==> src/rtl/wrr_arbiter.sv <==
// wrr_arbiter: weighted round-robin arbiter with registered one-hot grant
// Ports:
//   clk         - rising-edge clock
//   reset       - asynchronous active-low reset
//   request     - per-requester level request, N bits
//   weight      - per-requester burst length, field [i*WW +: WW], 0 acts as 1
//   lock        - holder keeps grant with frozen count (only with WRR_LOCK_EN)
//   grant       - registered one-hot grant or zero
//   grant_id    - binary index of the holder, 0 when idle
//   grant_valid - |grant
// Optional feature macro: WRR_LOCK_EN
module wrr_arbiter #(
    parameter int N  = 4,
    parameter int WW = 4,
    parameter int IW = $clog2(N)
) (
    input  logic            clk,
    input  logic            reset,
    input  logic [N-1:0]    request,
    input  logic [N*WW-1:0] weight,
`ifdef WRR_LOCK_EN
    input  logic            lock,
`endif
    output logic [N-1:0]    grant,
    output logic [IW-1:0]   grant_id,
    output logic            grant_valid
);
    localparam logic [IW:0] LN = (IW+1)'(N);

    logic [N-1:0]  r_grant;
    logic [IW-1:0] r_id;
    logic [IW-1:0] r_ptr;
    logic [WW-1:0] r_cnt;
    logic [N-1:0]  w_rot;
    logic [IW-1:0] w_off;
    logic [IW-1:0] w_nxt;
    logic [IW-1:0] w_ptr_n;
    logic [IW:0]   w_sum;
    logic [IW:0]   w_inc;
    logic [WW-1:0] w_wt;
    logic [WW-1:0] w_eff;
    logic          w_found;
    logic          w_hold;
    logic          w_lock;

    // Rotate so bit k is requester (ptr+k) mod N; lowest set bit wins.
    assign w_rot = N'({request, request} >> r_ptr);

    always_comb begin
        w_found = 1'b0;
        w_off   = '0;
        for (int k = N - 1; k >= 0; k--)
            if (w_rot[k]) begin
                w_found = 1'b1;
                w_off   = IW'(k);
            end
    end

    assign w_sum   = {1'b0, r_ptr} + {1'b0, w_off};
    assign w_nxt   = (w_sum >= LN) ? IW'(w_sum - LN) : w_sum[IW-1:0];
    assign w_inc   = {1'b0, w_nxt} + (IW+1)'(1);
    assign w_ptr_n = (w_inc == LN) ? '0 : w_inc[IW-1:0];

    always_comb begin
        w_wt = '0;
        for (int k = 0; k < N; k++)
            if (w_nxt == IW'(k)) w_wt = weight[k*WW +: WW];
    end

    assign w_eff  = (w_wt == '0) ? WW'(1) : w_wt;
    assign w_hold = grant_valid && request[r_id] && (r_cnt > WW'(1));
`ifdef WRR_LOCK_EN
    assign w_lock = grant_valid && request[r_id] && lock;
`else
    assign w_lock = 1'b0;
`endif

    always_ff @(posedge clk or negedge reset) begin
        if (!reset) begin
            r_grant <= '0;
            r_id    <= '0;
            r_cnt   <= '0;
            r_ptr   <= '0;
        end else if (w_lock) begin
            r_cnt   <= r_cnt;
        end else if (w_hold) begin
            r_cnt   <= r_cnt - WW'(1);
        end else if (w_found) begin
            r_grant <= N'(1) << w_nxt;
            r_id    <= w_nxt;
            r_cnt   <= w_eff;
            r_ptr   <= w_ptr_n;
        end else begin
            r_grant <= '0;
            r_id    <= '0;
            r_cnt   <= '0;
        end
    end

    assign grant       = r_grant;
    assign grant_id    = r_id;
    assign grant_valid = |r_grant;
endmodule

==> config.mk <==
export PLATFORM = sky130hd
export DESIGN_NAME = wrr_arbiter
export DESIGN_NICKNAME = d
export VERILOG_FILES = /design/src/rtl/wrr_arbiter.sv
export SDC_FILE = /design/constraint.sdc
export NUM_CORES = 1
export LEC_CHECK = 0
export ABC_AREA = 0
export BUFFER_PORTS_ARGS = -buffer_cell sky130_fd_sc_hd__buf_2
export CAP_MARGIN = 20
export CORE_MARGIN = 5
export CORE_UTILIZATION = 38
export CTS_BUF_LIST = sky130_fd_sc_hd__clkbuf_8 sky130_fd_sc_hd__clkbuf_16
export CTS_CLUSTER_SIZE = 16
export DETAILED_ROUTE_END_ITERATION = 10
export GPL_TIMING_DRIVEN = 1
export PLACE_DENSITY = 0.61
export SLEW_MARGIN = 20
export SYNTH_ARGS = -nofsm -noshare
export SYNTH_HDL_FRONTEND = slang
export SYNTH_SLANG_ARGS = --single-unit
export TNS_END_PERCENT = 10
==> constraint.sdc <==
create_clock -name clk -period 4.1 [get_ports clk]
set_input_delay 0 -clock clk [delete_from_list [all_inputs] [get_ports clk]]
set_output_delay 0 -clock clk [all_outputs]
set_load 0.05 [all_outputs]
* Word level (Yosys, flattened, before mapping)
Cells that the tools add are included.
** Storage, ports and cells
- Register bits :: 12
- Bits of input ports :: 22
- Output and inout port bits :: 7
- Word-level logic and storage cells :: 45
** Cells by class
- Muxes and demuxes :: 21
- Shift-type cells :: 2
- Equal/unequal tests :: 4
- Bitwise operators :: 1
- Reductions and logical operators :: 6
- Add/subtract/negate cells :: 4
- Order comparisons :: 3
** Operators by type and width (count)
- $mux W4 :: 8
- $mux W2 :: 7
- $shr A8 B2 Y4 :: 1
- $mux W1 :: 5
- $eq A2 B2 Y1 const B :: 2
- $gt A4 B1 Y1 const B :: 1
- $logic_not A4 Y1 :: 1
- $reduce_or A4 Y1 :: 1
- $shl A1 B2 Y4 const A :: 1
- $sub A4 B1 Y4 const B :: 1
- $add A2 B1 Y3 const B :: 1
- $add A2 B2 Y3 :: 1
- $eq A3 B3 Y1 const B :: 1
- $ge A3 B3 Y1 const B :: 1
- $lt A2 B3 Y1 const B :: 1
- $bmux W1 S2 :: 1
- $eq A2 B1 Y1 const B :: 1
- $logic_and A1 B1 Y1 :: 2
- $logic_not A2 Y1 :: 1
- $reduce_and A2 Y1 :: 1
- $sub A2 B1 Y2 const B :: 1
- $not A1 Y1 :: 1

* Depth between registers and ports, before layout
Gate-level depths: netlist of the first run.
- Depth after elaboration :: 17
- Mapped depth :: 17

* Worst setup path after synthesis of the first run
OpenSTA, ideal clock, no wires.
- Kind :: register to register
- Start point :: register r_ptr[1]
- End point :: register r_cnt[0]
- Buffers on the path :: 2
- Cell stages (with the launch flop) :: 18
- Data arrival time :: 2607 ps
- Data required time :: 3949 ps
- Path slack :: 1342 ps
- Clock period less this slack :: 2758 ps
- Library setup time :: 151 ps
- Cells stage by stage :: dfrtp_1 -> clkbuf_1 -> nand2b_1 -> a2bb2oi_1 -> nor2_1 -> a21oi_1 -> a21oi_1 -> ha_1 -> xnor2_1 -> xnor2_1 -> inv_1 -> ha_1 -> clkbuf_1 -> a21oi_1 -> o21ai_0 -> a22o_1 -> a31oi_1 -> o22ai_1
** Between the ends
- Word-level cells in the longest chain between the ends :: 17
- Elaborated cells between the ends (all ways) :: 25
- Those cells by class :: add/sub: 2; order compare: 1; eq/ne: 3; shift: 1; mux: 16; reduce/logical: 2
** Ends and longest elaborated chain
- start, declared :: RTL line 32 : logic [IW-1:0] r_ptr;
- start signal, assigned :: RTL line 92 : r_ptr <= w_ptr_n;
- $shr A8 B2 Y4 :: RTL line 47 : assign w_rot = N'({request, request} >> r_ptr);
- $mux W2 (4 in series) :: RTL line 53 : if (w_rot[k]) begin
- $add A2 B2 Y3 :: RTL line 59 : assign w_sum = {1'b0, r_ptr} + {1'b0, w_off};
- $ge A3 B3 Y1 or $sub A2 B1 Y2 (tied branches) :: RTL line 60 : assign w_nxt = (w_sum >= LN) ? IW'(w_sum - LN) : w_sum[IW-1:0];
- $mux W2 :: RTL line 60
- $logic_not A2 Y1 :: RTL line 67 : if (w_nxt == IW'(k)) w_wt = weight[k*WW +: WW];
- $mux W4 (4 in series) :: RTL line 67
- $logic_not A4 Y1 :: RTL line 70 : assign w_eff = (w_wt == '0) ? WW'(1) : w_wt;
- $mux W4 :: RTL line 70
- $mux W4 (*) :: RTL line 88 : end else if (w_found) begin
- $mux W4 (*) :: RTL line 86 : end else if (w_hold) begin
- end signal, assigned :: RTL line 85 : r_cnt <= r_cnt;
- end signal, assigned :: RTL line 87 : r_cnt <= r_cnt - WW'(1);
- end signal, assigned :: RTL line 91 : r_cnt <= w_eff;
- end, declared :: RTL line 33 : logic [WW-1:0] r_cnt;
Every way passes the cells marked *; elsewhere a longest branch is shown, timed or not.
A chain may end at the register's enable or synchronous reset.

* Worst setup path in the final report of the first run
Same ends and word-level chain as after synthesis.

==> summary.txt, run 1 <==
Critical path
  – Crit path launch: r_ptr[1]$_DFFE_PN0P_
  – Kind of end point of the critical path: register
  – Reg2Reg Launch Point: r_ptr[1]$_DFFE_PN0P_
  – Crit path top cell by count: a21oi_1
  – CP Class: register to register
  – CP required: 4.18 ns
  – RR Endpoint: r_cnt[0]$_DFF_PN0_
  – R2R depth: 15
  – Critical-path top delay cell: dfrtp_1
  – Worst-path cell chain: nand2b_1 -> a2bb2oi_1 -> nor2_1 -> a21oi_1 -> a21oi_1 -> ha_1 -> xnor2_1 -> xnor2_1 -> inv_1 -> ha_1 -> a21oi_1 -> o21ai_0 -> a22o_1 -> a31oi_1 -> o22ai_1
  – Crit-path max cell delay: 0.46 ns
  – Startpoint Class: register
  – Critical Path AT: 3.04 ns
  – Largest fanout on the critical path: 9
  – Crit path to: r_cnt[0]$_DFF_PN0_
  – Slack of the worst reg-to-reg path: 1.15 ns

Placed design
  – Post-DP HPWL: 1.78 mm
  – Post-placement worst setup slack: 1.18 ns
  – RePlAce Congestion: 0.760
  – IO buf count: 28

Synth
  – Sequential area share after synthesis: roughly a third
  – Post-synthesis cell count: 103
  – Mapped Avg Cell Area: 8.90 um^2
  – Netlist cell types: 32
  – Synth warnings: 0
  – #FFs+latches synth: 12
  – Syn nets: 132
  – Post-Syn Area: 917 um^2

STA
  – Finish-stage setup viols: 0
  – RSZ-0062 raised after global routing: no
  – Hold slack: 0.119 ns
  – Setup TNS: 0 ns
  – Worst setup margin: approximately 1.1 ns
  – Slew @ Worst Pin: 0.976 ns
  – Post-route minimum period: 2.95 ns
  – Fmax: 338 MHz
  – Final Cycle Share: approximately 72%
  – Fin. max-slew vios: 0
  – Final Hold Viols: 0
  – Worst slew margin: 34.1%
  – Setup Skew: 0.00290 ns

Route
  – DRT Wirelength: 2.24 mm
  – DR pass1 iterations: 4
  – Routed WL per cell: 14.2 um
  – Detailed-route via count: 866
  – Vias/cell: 5.48
  – # DRC: 0
  – Final ANT Viol Nets: 0
  – DR iter-0 viols: 5

Floorplanning
  – Starting Density: between 40% and 50%
  – DIE HEIGHT: a little under 60 um
  – Top Ports: 29
  – CORE AREA: 2250 um^2
  – Chip Width: 59.1 um
  – Row Count: 17
  – Die area: 3500 um^2

Global routing
  – Initial antenna violation count: 0
  – Total GRT Usage: 13.8%
  – Vias in the first global route: approximately 800
  – Global-route wire length before repair: 3.73 mm
  – Gr ovfl total: 0
  – Largest net degree at the start of global routing: 13

Finish
  – Area delta synth->final: 22.1%
  – Layout cells sized above 1: slightly below 30%
  – Final layout net count: 160
  – Number of diodes: 0

Clocking
  – CTS tree: built
  – Post-CTS setup buffers: 0
  – Clk slew on worst S/H paths: 0.05 ns
  – Htree depth: 1
  – Cts bufs inserted: 3
  – Clock sink count: 12
  – Clk Latency, worst-skew pair: 0.24 ns
  – Clk root buf: clkbuf_8
  – CTS Buffer Depth: 2

Job
  – Max-Cap Viols: 0

Min path
  – Hold WC Path Type: primary input to register
  – Hold wc startpoint: weight[13]

Outcome
  – Status: complete, no violations
## cell families after synthesis
family | synth area share (%)
buffers and inverters | 8.19
adders and majority gates | 9.55
DFF | 32.7
AOI/OAI and AO/OA | 29.1
xor gates and xnor gates | 3.82
and+or+nand+nor | 13.0
muxes | 3.68
## sequential cells by signal, indices dropped and copies added, names as in the netlist
name and count:
grant 4, grant_id 2, r_cnt 4, r_ptr 2
## synth_stat cells, drive strengths merged
library cell  number  area, um^2
nand2              8        30.0
mux2               1        11.3
o22ai              5        37.5
inv               10        37.5
or2                1        6.26
a2bb2oi            1        8.76
o2111ai            1        8.76
o311a              1        21.3
dfrtp             12         300
o311ai             2        17.5
nand2b             2        12.5
or4                1        11.3
a22oi              3        22.5
nand3              1        5.00
a31oi              2        12.5
xnor2              4        35.0
ha                 7        87.6
nor3               2        10.0
clkbuf             3        11.3
mux4               1        22.5
a22o               6        52.6
nor2b              2        12.5
buf                3        26.3
a21oi             12        60.1
nor2               6        25.0
o21ai              5        25.0
nor4               1        6.26
## cell usage in the layout, fill, tap and decap left out, types with 3 or more instances in the layout
cell type / count
o22ai_1: 4
clkbuf_8: 4
nand2_1: 8
buf_2: 28
nor2_1: 5
inv_1: 10
o21ai_0: 4
a21oi_1: 12
xnor2_1: 4
a22o_1: 6
ha_1: 7
a22oi_1: 3
dfrtp_1: 12
## through the flow
stage | utilization [%] | cells | area, um^2
2_1_floorplan | - | 103 | 917
3_3_place_gp | 46.8 | 153 | 1050
3_5_place_dp | 46.8 | 153 | 1050
4_1_cts | 49.7 | 158 | 1120
5_1_grt | 49.7 | 158 | 1120
6_report | 49.7 | 158 | 1120
## how the worst min path moves through the flow
stage | to | slack, ns | cells past startpoint
after CTS | r_cnt[1]$_DFF_PN0_ | 0.12 | 3
after floorplan | grant[0]$_DFFE_PN0N_ | -0.30 | 0
after global placement | grant_id[0]$_DFFE_PN0N_ | -0.11 | 1
final | r_cnt[1]$_DFF_PN0_ | 0.12 | 3
after global routing | r_cnt[1]$_DFF_PN0_ | 0.14 | 3
after detailed placement | r_ptr[1]$_DFFE_PN0P_ | -0.11 | 1
## layer usage
metal | part of all wire, % | GRT usage [%] | routed length, um
met1 | 46 | 18.6 | 1040
met2 | 45 | 20.8 | 997
met3 | 7.2 | 3.49 | 160
met4 | 1.7 | 5.83 | 38
met5 | 0 | 0 | 0
## timing repair
| action | CTS | global route |
|---|---|---|
| hold buffers | 1 | 0 |
| resized for setup | 0 | 0 |
| endpoints found under the hold margin | 12 | 0 |
## worst max-delay path: cells and delay by family, from the launching register on
| kind | cells | cell delay, ns |
|---|---|---|
| AO/OA/AOI/OAI | 8 | 1.00 |
| adder cells (fa/ha/maj) | 2 | 0.50 |
| flip-flops | 1 | 0.46 |
| XOR/XNOR | 2 | 0.44 |
| AND/OR/NAND/NOR | 2 | 0.26 |
| buffers and inverters | 1 | 0.12 |
## area by class of cell
cell class / instances / area, um^2
Inverter: 10 / 37.5
Multi-Input combinational cell: 75 / 542
Clock buffer: 4 / 55.1
Sequential cell: 12 / 300
Fill cell: 236 / 1130
Tap cell: 28 / 35.0
Timing Repair Buffer: 29 / 150
Power of run 1 is left out: the tool's default activity adds up to more than one toggle a clock period on the data nets, which glitch-free logic cannot reach.
==> inputs of run 2 (changes only) <==
--- a/config.mk
+++ b/config.mk
@@ -14,7 +14,7 @@
 export CTS_CLUSTER_SIZE = 16
 export DETAILED_ROUTE_END_ITERATION = 10
 export GPL_TIMING_DRIVEN = 1
-export PLACE_DENSITY = 0.61
+export PLACE_DENSITY = 0.64
 export SLEW_MARGIN = 20
 export SYNTH_ARGS = -nofsm -noshare
 export SYNTH_HDL_FRONTEND = slang
==> constraint.sdc (replaced) <==
create_clock -name clk -period 2.6 [get_ports clk]
set_input_delay 0 -clock clk [delete_from_list [all_inputs] [get_ports clk]]
set_output_delay 0 -clock clk [all_outputs]
set_load 0.05 [all_outputs]
==> run 2 against run 1 <==
  * Final cell count grew 7.0%
  * Non-clock buffer count up 11
  * Clock skew decreased by 0.00080 ns
  * The run now ends with setup timing left
  * Largest cell class unchanged
  * Final area rose by 20%
  * Wire length grew 12%
  * Register-to-register slack worse by 1.2 ns
  * Fmax grew 11%
  * Utilization rose by 9.7 points
  * Sequential cell count unchanged
  * Via count up 7.9%
  * Critical path depth unchanged
==> summary.txt, run 2 (synthesis results as in run 1) <==
Critical path
  – Crit-path max cell delay: 0.40 ns
  – Crit path top cell by count: a21oi_1
  – Kind of end point of the critical path: register
  – Top delay family on crit path: compound AO/OA/AOI/OAI gates
  – CP Class: register to register
  – Startpoint Class: register
  – Worst-path cell chain: nand2b_4 -> a2bb2oi_2 -> nor2_1 -> a21oi_1 -> a21oi_1 -> ha_2 -> xnor2_2 -> xnor2_2 -> inv_2 -> ha_4 -> a21oi_1 -> o21ai_0 -> a22oi_1 -> buf_4 -> o22ai_1
  – Slack of the worst reg-to-reg path: -0.06 ns
  – CP Buf/Inv Count: 2
  – Reg2Reg Launch Point: r_ptr[1]$_DFFE_PN0P_
  – RR Endpoint: r_cnt[1]$_DFF_PN0_
  – R2R depth: 15
  – Critical-path top delay cell: dfrtp_1
  – Largest fanout on the critical path: 6
  – Critical Path AT: 2.74 ns
  – CP required: 2.68 ns

Min path
  – Hold WC Path Type: primary input to register
  – Endpoint, Worst Hold: r_cnt[0]$_DFF_PN0_
  – Hold wc startpoint: weight[12]
  – Hold Path Depth: 4

STA
  – Finish-stage setup viols: 4
  – Slew @ Worst Pin: 0.980 ns
  – Final Hold Viols: 0
  – Worst slew margin: 33.9%
  – Fin. max-slew vios: 0
  – Final Cycle Share: 102%
  – Setup Skew: 0.00209 ns
  – RSZ-0062 raised after global routing: yes
  – Fmax: 376 MHz
  – Setup TNS: -0.133 ns
  – Post-route minimum period: about 2.7 ns
  – Worst setup margin: -0.0566 ns

Finish
  – Area delta synth->final: 46.0%
  – Final layout net count: 171
  – Layout cells sized above 1: 48.2%
  – Number of diodes: 0
  – Most common cell after layout, fill and taps aside: buf_2
  – FILL cells: 199
  – Final Util: 59.4%
  – Most frequent cells in the layout: 28 x buf_2, 12 x dfrtp_1, 9 x inv_1, 9 x a21oi_1, 9 x buf_4

Job
  – Max-Cap Viols: 0

Global routing
  – Vias in the first global route: 807
  – Global-route wire length before repair: 3.61 mm
  – Largest net degree at the start of global routing: 13
  – Initial antenna violation count: 0
  – Total GRT Usage: 13.3%
  – Gr ovfl total: 0

Placed design
  – IO buf count: 28
  – RePlAce Congestion: ~0.76
  – Post-placement worst setup slack: -0.0209 ns
  – Post-DP HPWL: 1.78 mm

Route
  – Final ANT Viol Nets: 0
  – # DRC: 0
  – Vias/cell: 5.53
  – DR pass1 iterations: 4
  – DR iter-0 viols: 38
  – Detailed-route via count: approximately 930
  – Routed WL per cell: around 15 um
  – DRT Wirelength: 2.51 mm

Clocking
  – Clk Latency, worst-skew pair: approximately 0.24 ns
  – CTS Buffer Depth: 2
  – Clk root buf: clkbuf_8
  – Cts bufs inserted: 3
  – Clock sink count: 12
  – Htree depth: 1
  – Clk slew on worst S/H paths: 0.05 ns
  – CTS tree: built

Floorplanning
  – Die area: 3500 um^2
  – Starting Density: 40.7%
  – Chip Width: approximately 59 um
  – Top Ports: 29
  – CORE AREA: 2250 um^2
  – Row Count: 17
  – DIE HEIGHT: 59.1 um

Outcome
  – Failing checks: setup timing
  – Status: finished, violations left
## run 2: cell types whose count changed in the layout (fill, tap and decap cells not counted), moves of 3 or more
cell and delta:
ha_1 -5, a21oi_1 -3, buf_4 +9, o21ai_0 -3
ha_4 +4, a21oi_2 +3
## run 2: tightest hold or removal path, stage by stage
cell and delay [ns]:
buf_2 0.07, a22o_1 0.12, a31oi_1 0.04, o22ai_1 0.10
## run 2: through the flow
stage / hold slack [ns] / area (um^2) / cells
after floorplan: -0.296 / 975 / 103
after global placement: -0.109 / 1110 / 156
after detailed placement: -0.108 / 1110 / 156
after CTS: 0.0999 / 1200 / 162
after global routing: 0.187 / 1340 / 169
final: 0.148 / 1340 / 169
## run 2: layout make-up
| type | instances | area (um^2) | share of cell area, % |
|---|---|---|---|
| Multi-Input combinational cell | 75 | 671 | 50.1 |
| Clock buffer | 4 | 55.1 | 4.11 |
| Inverter | 10 | 37.5 | 2.80 |
| Timing Repair Buffer | 40 | 240 | 17.9 |
| Tap cell | 28 | 35.0 | 2.62 |
| Sequential cell | 12 | 300 | 22.4 |
## run 2: metal layers
metal	routed length, um	GRT usage (%)
met2	1240	21.9
met4	23	0.971
met1	1130	18.0
met3	115	3.92
met5	0	0
## run 2: what timing repair did
action	in CTS	in global routing
endpoints found under the hold margin	12	0
resized for setup	2	23
cloned	0	0
setup endpoints to repair	1	4
pin swaps	2	13
hold buffers	1	0
buffers inserted	1	8
## run 2: how the worst max path moves through the flow
| stage | start | endpoint | slack [ns] | cells past startpoint |
|---|---|---|---|---|
| floorplan | r_ptr[1]$_DFFE_PN0P_ | r_cnt[0]$_DFF_PN0_ | 0.03 | 17 |
| global placement | r_ptr[1]$_DFFE_PN0P_ | r_cnt[0]$_DFF_PN0_ | 0.009 | 14 |
| detailed placement | r_ptr[1]$_DFFE_PN0P_ | r_cnt[0]$_DFF_PN0_ | -0.02 | 15 |
| CTS | r_ptr[1]$_DFFE_PN0P_ | r_cnt[0]$_DFF_PN0_ | 0.01 | 15 |
| global route | r_ptr[1]$_DFFE_PN0P_ | r_cnt[0]$_DFF_PN0_ | -0.23 | 15 |
| finish | r_ptr[1]$_DFFE_PN0P_ | r_cnt[1]$_DFF_PN0_ | -0.06 | 15 |
Power of run 2 is left out for the same reason.
